`config.mk`:
```
export PLATFORM = sky130hd
export DESIGN_NAME = j_latch_wr_arb
export DESIGN_NICKNAME = d
export VERILOG_FILES = /design/src/rtl/j_latch_wr_arb.sv
export SDC_FILE = /design/constraint.sdc
export NUM_CORES = 1
export LEC_CHECK = 0
export CORE_MARGIN = 2
export CORE_UTILIZATION = 65
export CTS_BUF_LIST = sky130_fd_sc_hd__clkbuf_2
export CTS_CLUSTER_DIAMETER = 200
export CTS_CLUSTER_SIZE = 24
export DETAILED_ROUTE_END_ITERATION = 8
export DONT_BUFFER_PORTS = 1
export GPL_TIMING_DRIVEN = 0
export PLACE_DENSITY_LB_ADDON = 0.05
export SLEW_MARGIN = 25
export SYNTH_ARGS = -nofsm -noshare
export SYNTH_HDL_FRONTEND = slang
export SYNTH_SLANG_ARGS = --single-unit
```
`constraint.sdc`:
```
create_clock -name sys_clk -period 1.5 [get_ports sys_clk]
set_input_delay 0.3 -clock sys_clk [delete_from_list [all_inputs] [get_ports sys_clk]]
set_output_delay 0.3 -clock sys_clk [all_outputs]
set_load 0.05 [all_outputs]
```
`src/rtl/j_latch_wr_arb.sv`:
```
// Write scheduler for an enable-latched register bank: round-robin arbitration of
// two write ports, a registered one-hot write stage and a timed bank preset after reset.
module j_latch_wr_arb #(
  parameter int NREG       = 8,
  parameter int AW         = 3,
  parameter int DW         = 16,
  parameter int PRESET_CYC = 4
) (
  input  logic            sys_clk,
  input  logic            resetl,
  input  logic            req0,
  input  logic [AW-1:0]   addr0,
  input  logic [DW-1:0]   data0,
  output logic            gnt0,
  input  logic            req1,
  input  logic [AW-1:0]   addr1,
  input  logic [DW-1:0]   data1,
  output logic            gnt1,
  output logic [DW-1:0]   lat_d,
  output logic [NREG-1:0] lat_en,
  output logic            lat_setl,
  output logic            busy,
  output logic            err
);

  typedef enum logic {INIT, RUN} state_t;

  localparam logic [3:0] PRESET_W = 4'(PRESET_CYC);
  localparam logic [AW:0] NREG_W  = (AW+1)'(NREG);

  state_t          state;
  logic [3:0]      cnt;
  logic            ptr;
  logic            wr_pend;
  logic [AW-1:0]   wr_addr;
  logic [DW-1:0]   wr_data;

  logic            sel0;
  logic            sel1;
  logic [NREG-1:0] en_next;
  logic            err_next;

  // ptr names the port that wins when both request at once
  always_comb begin
    sel0 = 1'b0;
    sel1 = 1'b0;
    if (state == RUN) begin
      sel0 = req0 && (!req1 || !ptr);
      sel1 = req1 && (!req0 || ptr);
    end
  end

  // Decode the captured address; out-of-range indices fall through to err
  always_comb begin
    en_next = '0;
    for (int i = 0; i < NREG; i++) begin
      en_next[i] = wr_pend && (wr_addr == AW'(i));
    end
    err_next = wr_pend && !({1'b0, wr_addr} < NREG_W);
  end

  always_ff @(posedge sys_clk) begin
    if (!resetl) begin
      state    <= INIT;
      cnt      <= '0;
      gnt0     <= 1'b0;
      gnt1     <= 1'b0;
      lat_en   <= '0;
      lat_d    <= '0;
      err      <= 1'b0;
      lat_setl <= 1'b0;
      busy     <= 1'b1;
      ptr      <= 1'b0;
      wr_pend  <= 1'b0;
      wr_addr  <= '0;
      wr_data  <= '0;
    end else begin
      lat_en  <= en_next;
      err     <= err_next;
      if (wr_pend) begin
        lat_d <= wr_data;
      end
      gnt0    <= 1'b0;
      gnt1    <= 1'b0;
      wr_pend <= 1'b0;
      case (state)
        INIT: begin
          if (cnt == PRESET_W) begin
            state    <= RUN;
            lat_setl <= 1'b1;
            busy     <= 1'b0;
          end else begin
            cnt <= cnt + 4'd1;
          end
        end
        RUN: begin
          // Winner's address and data are captured with the grant
          if (sel0) begin
            gnt0    <= 1'b1;
            ptr     <= 1'b1;
            wr_pend <= 1'b1;
            wr_addr <= addr0;
            wr_data <= data0;
          end else if (sel1) begin
            gnt1    <= 1'b1;
            ptr     <= 1'b0;
            wr_pend <= 1'b1;
            wr_addr <= addr1;
            wr_data <= data1;
          end
        end
        default: state <= INIT;
      endcase
    end
  end

endmodule

```
# Word level (Yosys, flattened, before mapping)
# Cells that the tools add are included.
[totals] register_bits=54 latchBits=0 ram_bits=0 romBits=0 inputBits=42 out_inout_bits=29 elab_cells=59 memories=0
[classes] n_addsub=1 multipliers=0 div=0 order_cmp=0 n_eq_ne=8 shifts=0 muxes=13 n_bitwise=3 n_reduce_logical=22
[op_table] cell="16-bit two-way mux" n=2
[op_table] cell="3-bit equality test (second input constant)" n=4
[op_table] cell="1-bit logical AND" n=10
[op_table] cell="1-bit two-way mux" n=9
[op_table] cell="2-bit AND reduction" n=4
[op_table] cell="3-bit by 2-bit equality test with 1-bit output (second input constant)" n=2
[op_table] cell="3-bit two-way mux" n=2
[op_table] cell="4-bit by 1-bit adder with 4-bit output (second input constant)" n=1
[op_table] cell="4-bit by 3-bit equality test with 1-bit output (second input constant)" n=1
[op_table] cell="3-bit by 1-bit equality test with 1-bit output (second input constant)" n=1
[op_table] cell="1-bit logical NOT" n=3
[op_table] cell="3-bit logical NOT" n=1
[op_table] cell="1-bit NOT" n=3
[op_table] cell="3-bit OR reduction" n=1
[op_table] cell="1-bit logical OR" n=2
[op_table] cell="2-bit nonzero test" n=1

# Logic depth before layout (Yosys ltp)
# Gate-level depths: netlist of run 1.
[logic_depth] word_depth=6 depth_mapped=5 ltp_nobuf=5

# Worst setup path before layout of run 1
# Ideal clock, no wire load.
[synth_timing] kind="register to register" start="register cnt[0]" end="register cnt[0]" setup_ns=0.072 arrival_time_ns=1.174 required_time_ns=1.428 slack_ns=0.254 stages_incl_launch_ff=5 path_buffers=0 period_less_slack_ns=1.246 cell_sequence="dfxtp_1 inv_1 ha_1 a31oi_1 mux2i_1"
[synth_between] elab_chain_len=3 word_cells_on_any_way=4 classes_between="1 x add/sub; 1 x eq/ne; 1 x bitwise; 1 x reduce/logical"
[synth_lines] item="start, declared" line="32" text="logic [3:0] cnt;"
[synth_lines] item="start signal, assigned" line="93" text="cnt <= cnt + 4'd1;"
[synth_lines] item="parallel branches: the longest is 3 deep, another holds 4-bit by 1-bit adder with 4-bit output"
# Parallel ways; which one is timed is not known.
# A chain may end at the register's enable or synchronous reset.

# Worst setup path after layout of run 1
[layout_timing] start="register lat_setl" end="output port lat_setl"
[layout_lines] item="start, declared" line="21" text="output logic lat_setl,"
[layout_lines] item="start signal, assigned" line="71" text="lat_setl <= 1'b0;"
[layout_lines] item="start signal, assigned" line="90" text="lat_setl <= 1'b1;"
# No word-level cell between the ends.

==> metrics.sh, run 1 <==
LAYOUT.NETS=263
TRANSITION_TIME_OF_THE_TIGHTEST_SLEW_CHECK_PIN_NS=0.5439
GRT_UTIL_ALL_LAYERS_PCT=24.86
HOLD-PATH-CELL-COUNT=1
ANTENNA-DIODE-COUNT=0
PLACE.GP.CONGESTION=0.7852
DP_HPWL_MM=3.332
DRT_WL_TOTAL_MM=4.567
EFFECTIVE_UTILIZATION_AT_FLOORPLAN_PCT=69.76
CTS_TREE='built'
YOSYSSEQAREASHARE_PCT=49.94
SYN-NUM-NETS=255
GRT_FIRST_PASS_WIRELENGTH_MM=6.913
POST-ROUTE-UTIL_PCT=73.99
SYNTH_ENABLE_FLOP_CELLS=0
SETUP_REPAIR_AFTER_GLOBAL_ROUTING_MISSED_ITS_MARGIN='no'
CORE_AREA_SQ_MM=0.003103
ROWS=20
HOLD_VIOL_FINAL=0
FIN_WORST_SKEW_NS=0.01653
NUMBER_OF_BUFFERS_ADDED_BY_THE_CLOCK_TREE_SYNTHESIS_STEP=5
REPORT.FINAL.SETUP_VIOL=0
NETLIST.TOP_CELL.BY_AREA='dfxtp_1'
TIMING.CRITICAL_PATH.TO_TYPE='primary output'
DETAIL-ROUTE-ANTENNA-NETS=0
YS.FLOP_TYPE='dfxtp_1'
REGTOREGSETUPSLACK_NS=0.09
CRITICAL_PATH_DEPTH=0
WORST_IR_DROP_VDD_uV=811.1
MIN-DELAY-PATH-CLASS='in -> reg'
CTS-ROOT-TO-SINK-BUFFERS=2
NETLIST-CELL-TYPE-COUNT=29
OVERFLOW=0
POWER.DENSITY_mW_PER_MM2=1135
NETLIST_TOP_CELLS_AREA='dfxtp_1, o2111a_1, mux2i_1, nand3b_1, nand2b_1'
RR_STARTPOINT='cnt[0]'
YOSYS.AREA.TOP_TYPE_SHARE_PCT=49.94
DRC_ERRORS=0
AREA_DELTA_SYNTH_FINAL_PCT=6.069
TOTAL_VIAS_IN_THE_FINAL_ROUTE=1588
DETAILEDROUTE.FIRSTITERATIONVIOLATIONS=93
FINALWORSTPATHREQUIREDPERIOD_NS=1.426
POWER_LEAKAGE_nW=0.8970
TIMING.HOLD.WORST.START='addr1[1]'
WIRE_PER_INST_UM=17.37
MAX_CAP_VIOL_COUNT=0
IOPINCOUNT=71
RR_WORST_DEPTH=4
WORST_SKEW_PAIR.LATE_LATENCY_NS=0.42
CLKSLEWWORSTSETUPHOLDPATHS_NS=0.25
CLOCK_SINKS=54
POSTCTSSETUPREPAIRBUFS=0
POST_ROUTE_CELLS_DRIVE_ABOVE_1_SHARE_PCT=10.50
POST_SYNTH_INSTANCE_AREA_SQ_MM=0.002165
WORST_EP_REQUIRED_TIME_NS=1.20
ANTENNA_VIOLATIONS_BEFORE_REPAIR=0
DIE_AREA_SQ_MM=0.003808
REMAINING_MAX_SLEW_BUDGET_AT_THE_TIGHTEST_PIN_PCT=63.69
NETLIST_TOP_CELLS_COUNT='dfxtp_1, nor2_1, nand2b_1, nand3b_1, o2111a_1'
YOSYSWARNINGCOUNT=0
NUMBER_OF_LEVELS_THE_H_TREE_WAS_SPLIT_INTO=2
ROOT_BUFFER='clkbuf_2'
CRITICAL_PATH_PEAK_FANOUT=2
TIMING.SETUP.TNS_NS=0
WORST_SETUP_PATH_START_KIND='register'
FIRSTDRTPASSITERS=4
VIAS_IN_THE_FIRST_GLOBAL_ROUTE=1556
DIE-WIDTH_UM=61.71
STATUS='completed'
YOSYS_REGISTER_BITS=54
PATH_CLASS='reg -> out'
CRITPATHLAUNCH='lat_setl'
FINALMAXSLEWVIOLATIONS=0
TIMING.CRITICAL_PATH.ARRIVAL_NS=1.13
DRT-VIAS-PER-INSTANCE=6.038
NUMPORTBUFFERS=0
FINALCRITPERIODSHARE_PCT=95.06
DIE_HEIGHT_UM=61.71
ASYNC_FLOP_SHARE_PCT=0
SYNTHCELLS=211
AVGSYNTHCELLAREA_SQ_UM=10.26
MOST_FREQUENT_CELL_AFTER_SYNTHESIS='dfxtp_1'
MAX_FREQ_GHz=0.7013
HOLD-WORST-SLACK_NS=0.04539
MAXIMUM_NUMBER_OF_PINS_ON_ONE_NET_BEFORE_GLOBAL_ROUTE_REPAIR=16
## layout by cell type (no fill, tap or decap), types with 3 or more instances in the layout
cell      instances
nand2_1           9
buf_2             9
clkbuf_2          5
dfxtp_1          53
inv_1             5
mux2i_1          18
clkbuf_1          3
nor2_1           25
o2111a_1         19
nor3_1            4
nand2b_1         21
nand3b_1         19
buf_4             3
## power by group
| part | internal (W) | total (W) | switching [W] |
|---|---|---|---|
| clock network | 0.000268 | 0.000676 | 0.000408 |
| logic | 0.000152 | 0.000333 | 0.000182 |
| registers | 0.00151 | 0.00160 | 0.0000860 |
| total | 0.00193 | 0.00260 | 0.000676 |
## registers in the layout, summed over array words and instances, names as in the netlist, 3 cells and up
| register | flops |
|---|---|
| lat_d | 16 |
| wr_data | 16 |
| wr_addr | 3 |
| lat_en | 8 |
| cnt | 4 |
## what timing repair did
action / 4_1_cts / 5_1_grt
hold buffers: 1 / 0
endpoints found under the hold margin: 1 / 0
resized for setup: 0 / 2
endpoints found under the setup margin: 0 / 3
## layout make-up
type                       count  area [sq um]
clock buffer                   5         25.02
timing repair buffer           1         10.01
fill                         252         807.0
sequential                    54          1082
tap                           44         55.05
multi-input combinational    135         977.2
clock inverter                 2         33.78
inverter                       5         18.77
buffer                        17         93.84
## worst paths after layout
| check | to |
|---|---|
| hold / removal | wr_addr[1] |
| setup / recovery | lat_setl |
| hold reg to reg | lat_d[6] |
| setup reg to reg | cnt[0] |
## stage by stage
step / total power (W) / setup WS [ns] / cells / cell area [sq um]
floorplan: 0.001871 / 0.2538 / 211 / 2165
global placement: 0.001918 / 0.1777 / 255 / 2220
detailed placement: 0.001947 / 0.08751 / 255 / 2220
CTS: 0.002614 / 0.02891 / 263 / 2288
global route: 0.002726 / 0.004553 / 263 / 2296
finish: 0.002605 / 0.07415 / 263 / 2296
## cells by family after synthesis
logic type	after synthesis	synth area share, %
flops	54	49.94
fa+ha+maj	2	1.156
mux	18	8.324
simple gates	86	22.66
buf+inv	22	5.202
other cells	1	0.1732
compound gates	28	12.54
## metal layers
layer / part of all wire (%) / track usage, %
met5: 0 / 0
met4: 1.9 / 11.85
met3: 8.6 / 8.696
met2: 51 / 44.36
met1: 38 / 25.98
(Power assumes the default switching activity.)
==> run 2: changes to the inputs <==
- RECOVER_POWER: not set -> 25
==> metrics.sh, run 2 (synthesis results as in run 1) <==
COMBPWRFRAC_PCT=12.6  # -0.2 points
NUMPORTBUFFERS=0  # unchanged
TIMING.CRITICAL_PATH.ARRIVAL_NS=1.13  # about the same
CLOCK_SINKS=54  # unchanged
POWER.NET_SWITCHING_W=0.0006824  # +0.98%
REMAINING_MAX_SLEW_BUDGET_AT_THE_TIGHTEST_PIN_PCT=63.84  # +0.14 points
POWER_LEAKAGE_nW=0.8856  # -1.3%
IOPINCOUNT=71  # unchanged
ROOT_BUFFER='clkbuf_2'
MAX_FREQ_GHz=0.6969  # -0.63%
WORST_EP_REQUIRED_TIME_NS=1.20  # about the same
SETUP_REPAIR_AFTER_GLOBAL_ROUTING_MISSED_ITS_MARGIN='no'
WIRE_PER_INST_UM=17.38  # about the same
GRT_FIRST_PASS_WIRELENGTH_MM=6.913  # unchanged
DIE_HEIGHT_UM=61.71  # unchanged
DETAIL-ROUTE-ANTENNA-NETS=0  # unchanged
WORST_SETUP_PATH_START_KIND='register'
DRC_ERRORS=0  # unchanged
PLACE.GP.CONGESTION=0.7852  # unchanged
STATUS='completed'
FIRSTDRTPASSITERS=4  # unchanged
DRT-VIAS-PER-INSTANCE=5.973  # -1.1%
AREA_DELTA_SYNTH_FINAL_PCT=5.549
LAYOUT_COMMON_CELLS='dfxtp_1, nor2_1, nand2b_1'
POSTCTSSETUPREPAIRBUFS=0  # unchanged
MAX_CAP_VIOL_COUNT=0  # unchanged
FINALNONFILLERCELLS=263  # unchanged
MIN-DELAY-PATH-CLASS='in -> reg'
INTERNAL_POWER_W=0.001924  # -0.25%
TRANSITION_TIME_OF_THE_TIGHTEST_SLEW_CHECK_PIN_NS=0.5417  # -0.002172 ns
CTS_TREE='built'
PATH_CLASS='reg -> out'
DIE-WIDTH_UM=61.71  # unchanged
FILLCELLCOUNT=252  # unchanged
DIE_AREA_SQ_MM=0.003808  # unchanged
DP.CELLS=255  # unchanged
FINALWORSTPATHREQUIREDPERIOD_NS=1.435  # +0.009085 ns
GRT_UTIL_ALL_LAYERS_PCT=24.86  # unchanged
TIMING.FINAL.WS_SETUP_NS=0.06507  # -0.009085 ns
VIAS_IN_THE_FIRST_GLOBAL_ROUTE=1556  # unchanged
POST_ROUTE_CELLS_DRIVE_ABOVE_1_SHARE_PCT=8.676  # -1.8 points
TIMING.CRITICAL_PATH.TO_TYPE='primary output'
WORST_IR_DROP_VDD_uV=823.5  # +1.5%
CRITICAL_PATH_PEAK_FANOUT=2  # unchanged
HOLD_VIOL_FINAL=0  # unchanged
SW_FRAC_OF_TOTAL_PCT=26.18  # +0.24 points
PLACE_WS_NS=0.08751  # unchanged
POST-ROUTE-UTIL_PCT=73.63  # -0.36 points
OVERFLOW=0  # unchanged
TIMING.SETUP.TNS_NS=0  # unchanged
FINALMAXSLEWVIOLATIONS=0  # unchanged
CLOCK_POWER_SHARE_PCT=26.2  # +0.2 points
SEQ_POWER_SHARE_PCT=61.2  # about the same
DRT_WL_TOTAL_MM=4.570  # about the same
DP_HPWL_MM=3.332  # unchanged
CLKSLEWWORSTSETUPHOLDPATHS_NS=0.24  # about the same
TOTAL_VIAS_IN_THE_FINAL_ROUTE=1571  # -1.1%
NUMBER_OF_LEVELS_THE_H_TREE_WAS_SPLIT_INTO=2  # unchanged
LAYOUT.NETS=263  # unchanged
FIN_WORST_SKEW_NS=0.01219  # -0.004345 ns
NUMBER_OF_BUFFERS_ADDED_BY_THE_CLOCK_TREE_SYNTHESIS_STEP=5  # unchanged
LAYOUT_TOP_REGISTERS='lat_d: 16 flops, wr_data: 16 flops, lat_en: 8 flops'
DETAILEDROUTE.FIRSTITERATIONVIOLATIONS=68  # -27%
FINALCRITPERIODSHARE_PCT=95.66  # +0.61 points
WORST_SKEW_PAIR.LATE_LATENCY_NS=0.43  # about the same
REPORT.FINAL.SETUP_VIOL=0  # unchanged
ANTENNA-DIODE-COUNT=0  # unchanged
POWER.DENSITY_mW_PER_MM2=1141  # +0.56%
ROWS=20  # unchanged
CORE_AREA_SQ_MM=0.003103  # unchanged
MAXIMUM_NUMBER_OF_PINS_ON_ONE_NET_BEFORE_GLOBAL_ROUTE_REPAIR=16  # unchanged
LAYOUT.CELLS.MOST_COMMON='dfxtp_1'
EFFECTIVE_UTILIZATION_AT_FLOORPLAN_PCT=69.76  # unchanged
ANTENNA_VIOLATIONS_BEFORE_REPAIR=0  # unchanged
CTS-ROOT-TO-SINK-BUFFERS=2  # unchanged
run 2: what timing repair did:
| action | 4_1_cts | 5_1_grt |
|---|---|---|
| endpoints found under the hold margin | 1 | 0 |
| setup endpoints to repair | 0 | 3 |
| resized for setup | 0 | 2 |
| hold buffers | 1 | 0 |
run 2: area by class of cell:
| cell class | instances | area, sq um | area share [%] |
|---|---|---|---|
| Timing Repair Buffer | 1 | 10.01 | 0.4381 |
| Multi-Input combinational cell | 135 | 977.2 | 42.77 |
| Clock inverter | 2 | 33.78 | 1.479 |
| Clock buffer | 5 | 25.02 | 1.095 |
| Buffer | 17 | 82.58 | 3.614 |
| Inverter | 5 | 18.77 | 0.8215 |
| Sequential cell | 54 | 1082 | 47.37 |
| Tap cell | 44 | 55.05 | 2.410 |
run 2: worst paths after layout:
path                                  from          to  slack [ns]  cells after the start
worst max-delay path              lat_d[4]    lat_d[4]        0.07                      0
worst min-delay path              addr1[1]  wr_addr[1]        0.04                      1
worst max register to register      cnt[0]      cnt[0]        0.09                      4
worst min register to register  wr_data[6]    lat_d[6]        0.52                      2
run 2: per-stage QoR:
stage	hold slack (ns)	area [sq um]	total power, W
finish	0.04081	2285	0.002607
global route	0.01421	2285	0.002721
CTS	0.03650	2288	0.002614
detailed placement	0.4353	2220	0.001947
global placement	0.4249	2220	0.001918
floorplan	0.4187	2165	0.001871
run 2: worst register-to-register path, cell delays in order, from the launching register on:
cell and delay, ns:
dfxtp_1 0.48, inv_1 0.09, ha_1 0.25, a31oi_2 0.31, mux2i_1 0.23
run 2: power by group through the flow:
| stage | combinational [W] | sequential, W | clock [W] |
|---|---|---|---|
| after global routing | 0.000366 | 0.00160 | 0.000750 |
| after global placement | 0.000301 | 0.00162 | 0 |
| after detailed placement | 0.000326 | 0.00162 | 0 |
| after CTS | 0.000330 | 0.00159 | 0.000689 |
| final | 0.000329 | 0.00160 | 0.000683 |
| after floorplan | 0.000262 | 0.00161 | 0 |
run 2: per-layer routing:
metal,track usage (%),share of wire (%),vias up
li1,-,-,751
met3,8.696,9.2,11
met5,0,0,-
met2,44.36,51,66
met1,25.98,37,743
met4,11.85,2.1,0
